==> src/rtl/dispatch_demux_1x4.sv <==
// rtl/dispatch_demux_1x4.sv - registered 1-to-4 valid/ready demux with per-lane output register; DISPATCH_DEMUX_COUNT_EN adds lane_count
module dispatch_demux_1x4 #(
  parameter int WIDTH = 32
) (
  input  logic                 clk,
  input  logic                 rst_n,
  input  logic                 flush,
  input  logic                 in_valid,
  output logic                 in_ready,
  input  logic [1:0]           in_sel,
  input  logic [WIDTH-1:0]     in_data,
  output logic [3:0]           out_valid,
  input  logic [3:0]           out_ready,
  output logic [4*WIDTH-1:0]   out_data
`ifdef DISPATCH_DEMUX_COUNT_EN
  ,
  output logic [31:0]          lane_count
`endif
);

  typedef enum logic {
    LANE_EMPTY = 1'b0,
    LANE_FULL  = 1'b1
  } lane_state_t;

  lane_state_t      state_q [4];
  lane_state_t      state_d [4];
  logic [WIDTH-1:0] data_q  [4];
  logic [3:0]       load;
  logic [3:0]       drain;

  // Expose lane registers as flat output vectors
  always_comb begin
    out_valid = '0;
    out_data  = '0;
    for (int i = 0; i < 4; i++) begin
      out_valid[i]                = (state_q[i] == LANE_FULL);
      out_data[i*WIDTH +: WIDTH]  = data_q[i];
    end
  end

  // Only the addressed lane gates acceptance; in_valid is deliberately not used
  always_comb begin
    in_ready = ~flush & (~out_valid[in_sel] | out_ready[in_sel]);
  end

  // Per-lane load/drain decode and next state; load wins over a same-cycle drain
  always_comb begin
    load  = '0;
    drain = '0;
    for (int i = 0; i < 4; i++) begin
      drain[i]   = out_valid[i] & out_ready[i];
      load[i]    = in_valid & in_ready & (in_sel == 2'(i));
      state_d[i] = state_q[i];
      if (flush) begin
        state_d[i] = LANE_EMPTY;
      end else if (load[i]) begin
        state_d[i] = LANE_FULL;
      end else if (drain[i]) begin
        state_d[i] = LANE_EMPTY;
      end
    end
  end

  // Lane state register
  always_ff @(posedge clk or negedge rst_n) begin
    if (!rst_n) begin
      for (int i = 0; i < 4; i++) state_q[i] <= LANE_EMPTY;
    end else begin
      for (int i = 0; i < 4; i++) state_q[i] <= state_d[i];
    end
  end

  // Lane data registers; only the loaded lane is written, flush leaves data alone
  always_ff @(posedge clk or negedge rst_n) begin
    if (!rst_n) begin
      for (int i = 0; i < 4; i++) data_q[i] <= '0;
    end else begin
      for (int i = 0; i < 4; i++) begin
        if (load[i]) data_q[i] <= in_data;
      end
    end
  end

`ifdef DISPATCH_DEMUX_COUNT_EN
  logic [7:0] cnt_q [4];

  // Saturating drain counters; flush does not clear them
  always_ff @(posedge clk or negedge rst_n) begin
    if (!rst_n) begin
      for (int i = 0; i < 4; i++) cnt_q[i] <= '0;
    end else begin
      for (int i = 0; i < 4; i++) begin
        if (drain[i] && (cnt_q[i] != 8'hFF)) cnt_q[i] <= cnt_q[i] + 8'd1;
      end
    end
  end

  // Pack counters, lane i in bits [i*8 +: 8]
  always_comb begin
    lane_count = {cnt_q[3], cnt_q[2], cnt_q[1], cnt_q[0]};
  end
`endif

endmodule

==> config.mk <==
export PLATFORM = sky130hd
export DESIGN_NAME = dispatch_demux_1x4
export DESIGN_NICKNAME = d
export VERILOG_FILES = /design/src/rtl/dispatch_demux_1x4.sv
export SDC_FILE = /design/constraint.sdc
export NUM_CORES = 1
export LEC_CHECK = 0
export CAP_MARGIN = 20
export CORE_UTILIZATION = 49
export DETAILED_ROUTE_END_ITERATION = 12
export PLACE_DENSITY = 0.86
export RECOVER_POWER = 100
export SLEW_MARGIN = 20
export SYNTH_ARGS = -nofsm -noshare
export SYNTH_HDL_FRONTEND = slang
export SYNTH_SLANG_ARGS = --single-unit
==> constraint.sdc <==
create_clock -name clk -period 2.8 [get_ports clk]
set_clock_uncertainty 0.2 [all_clocks]
set_input_delay 0.28 -clock clk [delete_from_list [all_inputs] [get_ports clk]]
set_output_delay 0.28 -clock clk [all_outputs]
set_load 0.005 [all_outputs]
==> results.toml <==
[routing]
ant_nets = 0
wirelength_um = 12300
drc = 0
num_vias = 3274
drt-initial-drc-count = 75
drt_pass1_iterations = 4
drt-wirelength-per-cell_um = 19.6
routed_via_density = 5.22

[critical_path]
worst-path-max-fanout = 6
reg2regPathDepth = 4
r2r_start = "out_valid[2]$_DFFE_PN0P_"
end_kind = "output port"
arrival_ns = 2.15
crit_type = "input port to output port"
rrSetupSlack_ns = 0.35
crit_path_start_kind = "input port"
r2r_end = "out_data[65]$_DFFE_PN0P_"
cp.required_ns = 2.32

[hold_path]
holdPathStages = 2
hold_path_end = "out_data[77]$_DFFE_PN0P_"
hold_class = "input port to register"
holdCritStartpoint = "in_data[13]"

[cts]
cts-root-buf = "clkbuf_8"
ctsResizeCount = 0
cts_tree = "yes"
htreeDepth = 4
clk_latency_ns = 0.51
cts_setup_buffers = 0
clock_path_buffers = 2
cts_buffers = 17
clock_sinks = 132
clk_pin_slew_worst_paths_ns = 0.06
hold_buffers = 1

[sta]
tightest_slew_ns = 1.36
finalSetupViolCount = 0
period_share = 0.940
tns_ns = 0
finalHoldViolations = 0
slew_headroom = 0.0949
fin_ws_ns = 0.169
min_period_ns = 2.63
timing.fmax_ghz = 0.380
rsz0062_at_grt = "false"
finalMaxSlewViolations = 0

[synthesis]
post-synth-top-area-cell = "dfrtp_1"
synth_cells = 292
synthTopCellsByArea = "dfrtp_1, mux2_2, mux2_4"
yosysWarningCount = 0
synth.ff_latch_count = 132
synth-seq-area-share = 0.645
synth.distinct_cells = 21
syn-num-nets = 334
yosysTopAreaCellShare = 0.645
avgSynthCellArea_um2 = 17.5
syn_area_um2 = 5120

[status]
status = "complete, no violations"

[floorplan]
coreArea_um2 = 9950
die_width_um = 104
die_area_um2 = 10900
start_util = 0.515
ios = 175
die_h_um = 104
core.rowCount = 36

[flow_run]
maxCapViolations = 0

[finish]
seq_area_um2 = 3300
multi_input_area_um2 = 1600
nNetsFinal = 523
drive_above_1_share = 0.281
syn_to_final_growth_pct = 46.7
n_fill_cell = 637
antenna_cells = 0

[global_routing]
grt_pass1_vias = 3673
grt_pass1_wl_um = 20000
track_usage = 0.242
antenna_found_initial = 0
grt_max_degree = 60
grt_overflow_total = 0

[placement]
dp_hpwl_um = 8230
dp_slack_ns = 0.309
place.gp.congestion = 0.781
port_buffers = 174

[power]
power.density_nw_per_um2 = 832
vdd.ir_drop.worst_mv = 0.476
leakage_nw = 3.34
## worst max-delay path by stage
stage / from / to / slack (ns) / depth (start not counted)
2_1_floorplan: out_valid[2]$_DFFE_PN0P_ / out_data[66]$_DFFE_PN0P_ / 1.15 / 5
3_3_place_gp: in_sel[0] / in_ready / 0.33 / 5
3_5_place_dp: in_sel[0] / in_ready / 0.31 / 5
4_1_cts: out_valid[2]$_DFFE_PN0P_ / in_ready / 0.22 / 4
5_1_grt: in_sel[0] / in_ready / 0.10 / 5
6_report: in_sel[0] / in_ready / 0.17 / 5
## stage by stage
step / instances / hold WS, ns / total power, W / util / instance area [um^2]
floorplan: 292 / -0.216 / 0.00304 / - / 5120
global placement: 594 / 0.166 / 0.00407 / 0.706 / 7020
detailed placement: 594 / 0.172 / 0.00414 / 0.706 / 7020
CTS: 627 / 0.157 / 0.00658 / 0.772 / 7680
global route: 627 / 0.258 / 0.00652 / 0.755 / 7520
finish: 627 / 0.262 / 0.00626 / 0.755 / 7520
## state kept, by name (all words and copies together), names as in the netlist
signal / flops
out_data: 128
out_valid: 4
## cells in the mapped netlist
| cell | n |
|---|---|
| and4b_1 | 1 |
| mux2i_1 | 1 |
| buf_12 | 3 |
| o21bai_1 | 1 |
| a21oi_1 | 1 |
| nor2_1 | 1 |
| mux2_4 | 29 |
| or2b_1 | 1 |
| nand3_2 | 1 |
| nand4_2 | 1 |
| inv_1 | 1 |
| dfrtp_1 | 132 |
| buf_6 | 1 |
| nand4b_2 | 1 |
| nor2b_4 | 1 |
| nor4bb_1 | 1 |
| a311o_2 | 1 |
| buf_2 | 9 |
| o21ai_0 | 3 |
| mux2_2 | 99 |
| nand2b_1 | 3 |
## per-layer routing
layer / vias to the layer above / part of all wire / global-route usage
met5: - / 0 / 0
met4: 0 / 0.024 / 0.100
met3: 23 / 0.084 / 0.0965
met2: 146 / 0.49 / 0.391
li1: 1445 / - / -
met1: 1660 / 0.40 / 0.289
## power breakdown
group	internal [W]	switching [W]
Clock	0.00159	0.000816
Sequential	0.00232	0.000209
Combinational	0.000869	0.000455
## area by class of cell
| class | instances | share of cell area |
|---|---|---|
| inverter | 1 | 0.000499 |
| timing repair buffer | 183 | 0.239 |
| sequential | 132 | 0.439 |
| clock inverter | 12 | 0.0268 |
| tap | 133 | 0.0221 |
| clock buffer | 20 | 0.0593 |
| multi-input combinational | 146 | 0.213 |
## worst max-delay path, stage by stage
cell	delay [ns]
dlygate4sd3_1	0.67
nor2_1	0.12
a311o_2	0.40
a21oi_1	0.11
dlygate4sd3_1	0.57
## cells in the final DEF, fill, tap and decap left out, drive strengths merged
| cell | n |
|---|---|
| nor2 | 1 |
| clkbuf | 28 |
| o21ai | 3 |
| nor2b | 1 |
| dlygate4sd3 | 135 |
| clkinvlp | 2 |
| and4b | 1 |
| o21bai | 1 |
| bufinv | 5 |
| clkdlybuf4s50 | 39 |
| nand3 | 1 |
| nor4bb | 1 |
| dfrtp | 132 |
| nand4 | 1 |
| nand4b | 1 |
| a311o | 1 |
| mux2 | 128 |
| buf | 1 |
| mux2i | 1 |
| clkinv | 4 |
| nand2b | 3 |
| or2b | 1 |
| inv | 2 |
| a21oi | 1 |
## logic make-up (layout without fill, tap and decap cells)
| group | Yosys count | count (layout) | synth area share |
|---|---|---|---|
| muxes | 129 | 129 | 0.305 |
| buffers and inverters | 14 | 216 | 0.0234 |
| AOI/OAI and AO/OA | 6 | 6 | 0.00757 |
| and+or+nand+nor | 11 | 11 | 0.0198 |
| DFF | 132 | 132 | 0.645 |
(Power assumes the default switching activity.)
